### src/rtl/random_pkg.sv
// Shared definitions for the random LFSR: maximal-length tap masks for widths 2..32,
// the default seed, the zero-seed substitution and the width legality check.
package random_pkg;

   localparam int unsigned MIN_WIDTH    = 2;
   localparam int unsigned MAX_WIDTH    = 32;
   localparam logic [31:0] DEFAULT_SEED = 32'd1;

   // Tap masks for a left-shifting Fibonacci LFSR; bit i set means state[i] feeds the XOR.
   // Each mask corresponds to a primitive polynomial, so the plain register cycles through
   // all 2^width-1 nonzero states.
   function automatic logic [31:0] tap_mask(input int unsigned width);
      logic [31:0] mask;
      mask = 32'h0;
      case (width)
         2:       mask = 32'h0000_0003;
         3:       mask = 32'h0000_0006;
         4:       mask = 32'h0000_000C;
         5:       mask = 32'h0000_0014;
         6:       mask = 32'h0000_0030;
         7:       mask = 32'h0000_0060;
         8:       mask = 32'h0000_00B8;
         9:       mask = 32'h0000_0110;
         10:      mask = 32'h0000_0240;
         11:      mask = 32'h0000_0500;
         12:      mask = 32'h0000_0829;
         13:      mask = 32'h0000_100D;
         14:      mask = 32'h0000_2015;
         15:      mask = 32'h0000_6000;
         16:      mask = 32'h0000_D008;
         17:      mask = 32'h0001_2000;
         18:      mask = 32'h0002_0400;
         19:      mask = 32'h0004_0023;
         20:      mask = 32'h0009_0000;
         21:      mask = 32'h0014_0000;
         22:      mask = 32'h0030_0000;
         23:      mask = 32'h0042_0000;
         24:      mask = 32'h00E1_0000;
         25:      mask = 32'h0120_0000;
         26:      mask = 32'h0200_0023;
         27:      mask = 32'h0400_0013;
         28:      mask = 32'h0900_0000;
         29:      mask = 32'h1400_0000;
         30:      mask = 32'h2000_0029;
         31:      mask = 32'h4800_0000;
         32:      mask = 32'h8020_0003;
         default: mask = 32'h0;
      endcase
      return mask;
   endfunction

   // Seed truncated to the register width; an all-zero result would lock the plain LFSR,
   // so it is replaced by 1.
   function automatic logic [31:0] effective_seed(input int unsigned width,
                                                  input logic [31:0]  seed);
      logic [31:0] keep;
      logic [31:0] trimmed;
      keep    = (width >= 32) ? 32'hFFFF_FFFF : ((32'd1 << width) - 32'd1);
      trimmed = seed & keep;
      if (trimmed == 32'd0) begin
         trimmed = 32'd1;
      end
      return trimmed;
   endfunction

   function automatic bit width_ok(input int unsigned width);
      return (width >= MIN_WIDTH) && (width <= MAX_WIDTH);
   endfunction

endpackage

### src/rtl/random.sv
// Free-running Fibonacci LFSR pseudo-random source; out is the raw register state.
// Optional build macro RANDOM_DEBRUIJN_EN extends the cycle to include the all-zero state
// (period 2^WIDTH) and drops the zero lock-up guard.
module random
   import random_pkg::*;
#(
   parameter int unsigned WIDTH = 6,
   parameter logic [31:0] SEED  = DEFAULT_SEED
) (
   input  logic             clk,
   input  logic             reset,
   output logic [WIDTH-1:0] out
);

   if (!width_ok(WIDTH)) begin : g_bad_width
      $error("random: WIDTH must be within 2..32");
   end

   localparam logic [WIDTH-1:0] MASK = WIDTH'(tap_mask(WIDTH));
   localparam logic [WIDTH-1:0] INIT = WIDTH'(effective_seed(WIDTH, SEED));
   localparam logic [WIDTH-1:0] ONE  = {{(WIDTH-1){1'b0}}, 1'b1};

   logic [WIDTH-1:0] state;

   // Bit shifted into the bottom of the register.
   function automatic logic feedback(input logic [WIDTH-1:0] s);
      logic fb;
      fb = ^(s & MASK);
`ifdef RANDOM_DEBRUIJN_EN
      // Flipping the feedback when all but the top bit are zero splices 0 into the cycle:
      // 100..0 -> 000..0 -> 000..1.
      fb = fb ^ (s[WIDTH-2:0] == '0);
`endif
      return fb;
   endfunction

   // State register: async seed load, otherwise shift in the feedback bit every clock.
   always_ff @(posedge clk or posedge reset) begin
      if (reset) begin
         state <= INIT;
      end else begin
`ifdef RANDOM_DEBRUIJN_EN
         state <= {state[WIDTH-2:0], feedback(state)};
`else
         // All-zero is a dead state for the plain LFSR; kick it back onto the cycle.
         state <= (state == '0) ? ONE : {state[WIDTH-2:0], feedback(state)};
`endif
      end
   end

   assign out = state;

endmodule

### config.mk
export PLATFORM = sky130hd
export DESIGN_NAME = random
export DESIGN_NICKNAME = d
export VERILOG_FILES = /design/src/rtl/random_pkg.sv /design/src/rtl/random.sv
export SDC_FILE = /design/constraint.sdc
export NUM_CORES = 1
export LEC_CHECK = 0
export CAP_MARGIN = 25
export CORE_AREA = 2 2 39 41
export DETAILED_ROUTE_END_ITERATION = 12
export DIE_AREA = 0 0 41 43
export GPL_TIMING_DRIVEN = 0
export SYNTH_ARGS = -nofsm -noshare
export SYNTH_HDL_FRONTEND = slang
export SYNTH_SLANG_ARGS = --single-unit
### constraint.sdc
create_clock -name clk -period 1.1 [get_ports clk]
set_input_delay 0.33 -clock clk [delete_from_list [all_inputs] [get_ports clk]]
set_output_delay 0.33 -clock clk [all_outputs]
set_load 0.02 [all_outputs]
==> results.sh <==
export IMPL_arrival_ps=890
export IMPL_dieWidth_um=41
export IMPL_crit_buf_inv=1
export IMPL_coreArea_um2=1380
export IMPL_grt_pass1_wl_um=703
export IMPL_clock_path_buffers=2
export IMPL_syn_inst=18
export IMPL_numCtsBuffers=3
export IMPL_clk_latency_ps=240
export IMPL_tritoncts="yes"
export IMPL_worstSetupPathType="reg -> out"
export IMPL_hold_class="in -> async"
export IMPL_critPathRequiredTime_ps=770
export IMPL_num_rows=14
export IMPL_syn_avg_cell_area_um2=11.8
export IMPL_startpoint_type="flop"
export IMPL_r2r_end="out[0]$_DFF_PP1_"
export IMPL_grt_max_degree=7
export IMPL_cellLeakagePower_nw=0.181
export IMPL_relSlewSlack_pct=84.5
export IMPL_ios=8
export IMPL_ys_types=8
export IMPL_yosysWarnings=0
export IMPL_final_cell_mix="buf_6 (6), buf_4 (6), clkbuf_1 (5), dfrtp_1 (5), clkbuf_4 (3)"
export IMPL_num_antenna_cells=0
export IMPL_status="finished with violations"
export IMPL_antenna_found_initial=0
export IMPL_syn_nets=21
export IMPL_hold_violations=0
export IMPL_portBuffers=7
export IMPL_drtPass1Iterations=1
export IMPL_area_growth_pct=79.4
export IMPL_reg2regPathDepth=4
export IMPL_synth_seq_cells=6
export IMPL_post_dp_cell_area_um2=303
export IMPL_p_per_area_nw_per_um2=1180
export IMPL_power_mw=0.452
export IMPL_crit_chain="buf_6"
export IMPL_die_area_um2=1760
export IMPL_largest_reg_flops=6
export IMPL_worst_slack_ps=-117
export IMPL_cts_root_buf="clkbuf_4"
export IMPL_start_util_pct=15.4
export IMPL_period_minus_slack_ps=1220
export IMPL_die_y_um=43
export IMPL_vias_per_cell=3.31
export IMPL_htreeDepth=1
export IMPL_drive_gt1_share_pct=48.6
export IMPL_maxCapViolations=0
export IMPL_drc=0
export IMPL_nNetsFinal=39
export IMPL_gp_congestion=0.649
export IMPL_seq_area_frac_synth_pct=71.2
export IMPL_routed_wl_um=409
export IMPL_peakVddDrop_v=0.000477
export IMPL_drt_iter0_drc=0
export IMPL_slew_viol_final=0
export IMPL_reg2reg_slack_ps=70
export IMPL_fmaxAchievable_mhz=822
export IMPL_rsz0062_at_grt="yes"
export IMPL_path_delay_family="flip-flops"
export IMPL_wl_per_cell_um=8.02
export IMPL_synth_area_um2=213
export IMPL_final_design_area_no_fill_um2=382
export IMPL_crit_path_max_fanout=2
export IMPL_grt_overflow_total=0
export IMPL_r2r_start="out[4]$_DFF_PP0_"
export IMPL_slowest_delay_ps=530
export IMPL_setup_viol=1
export IMPL_cts_sinks=6
export IMPL_track_usage_pct=6.77
export IMPL_num_vias=169
export IMPL_fin_setup_tns_ps=-117
export IMPL_violations="negative setup slack"
export IMPL_endpoint_kind="output port"
export IMPL_finClkSkew_ps=1.98
export IMPL_first_global_vias=191
export IMPL_min_period_over_period_pct=111
export IMPL_worst_pin_slew_ps=232
export IMPL_worst_path_max_delay_cell="dfstp_2"
export IMPL_path_clk_slew_ps=50
export IMPL_ant_nets=0
export IMPL_place_hpwl_um=265
==> cells by family (layout without fill, tap and decap cells) <==
logic type | count (synthesis) | in the layout | share of synthesized area (%)
AO/OA/AOI/OAI | 2 | 2 | 7.06
flip-flops | 6 | 6 | 71.2
buffers and inverters | 7 | 24 | 12.4
AND/OR/NAND/NOR | 2 | 2 | 3.53
adder cells (fa/ha/maj) | 1 | 1 | 5.88
==> worst max-delay path by stage <==
stage / startpoint / endpoint / slack, ps / depth (start not counted)
2_1_floorplan: out[4]$_DFF_PP0_ / out[0]$_DFF_PP1_ / 60 / 3
3_3_place_gp: out[0]$_DFF_PP1_ / out[0] / -350 / 1
6_report: out[0]$_DFF_PP1_ / out[0] / -120 / 1
4_1_cts: out[0]$_DFF_PP1_ / out[0] / -130 / 1
5_1_grt: out[0]$_DFF_PP1_ / out[0] / -140 / 1
3_5_place_dp: out[0]$_DFF_PP1_ / out[0] / -360 / 1
==> Yosys cell counts <==
cell type  instances  area [um^2]
nor2_1             2         7.51
inv_1              3         11.3
a31oi_1            1         6.26
dfrtp_1            5          125
dfstp_2            1         26.3
a31o_1             1         8.76
clkbuf_1           4         15.0
ha_1               1         12.5
==> metal layers <==
metal,global-route usage [%],wire (um),vias up
met3,4.71,30,2
met2,8.13,197,7
li1,-,-,87
met5,0,0,-
met4,8.00,6,0
met1,6.56,175,73
==> layout make-up <==
type	count	area, um^2
fill	157	1000
sequential	6	151
timing repair buffer	13	123
multi-input combinational	5	35.0
clock buffer	4	26.3
tap	16	20.0
buffer	4	15.0
inverter	3	11.3
==> what timing repair did <==
| item | 4_1_cts | 5_1_grt |
|---|---|---|
| endpoints found under the hold margin | 0 | 0 |
| resized for setup | 36 | 1 |
| buffers inserted | 5 | 1 |
| setup endpoints to repair | 6 | 7 |
| cloned | 0 | 0 |
| hold buffers | 0 | 0 |
==> per-stage QoR <==
stage / std cells / utilization (%) / hold slack, ps / setup slack [ps]
CTS: 50 / 27.0 / 297 / -131
global placement: 41 / 21.9 / 465 / -352
finish: 51 / 27.6 / 304 / -117
detailed placement: 41 / 21.9 / 468 / -355
floorplan: 18 / - / 120 / 61.2
global route: 51 / 27.6 / 312 / -142
==> report_power, final <==
| part | switching (mW) | internal [mW] | total [mW] |
|---|---|---|---|
| Combinational | 0.00456 | 0.00333 | 0.00789 |
| Sequential | 0 | 0.221 | 0.221 |
| Clock | 0.0847 | 0.138 | 0.222 |
| Total | 0.0893 | 0.363 | 0.452 |
No activity file was read; power rests on OpenSTA's default activity.
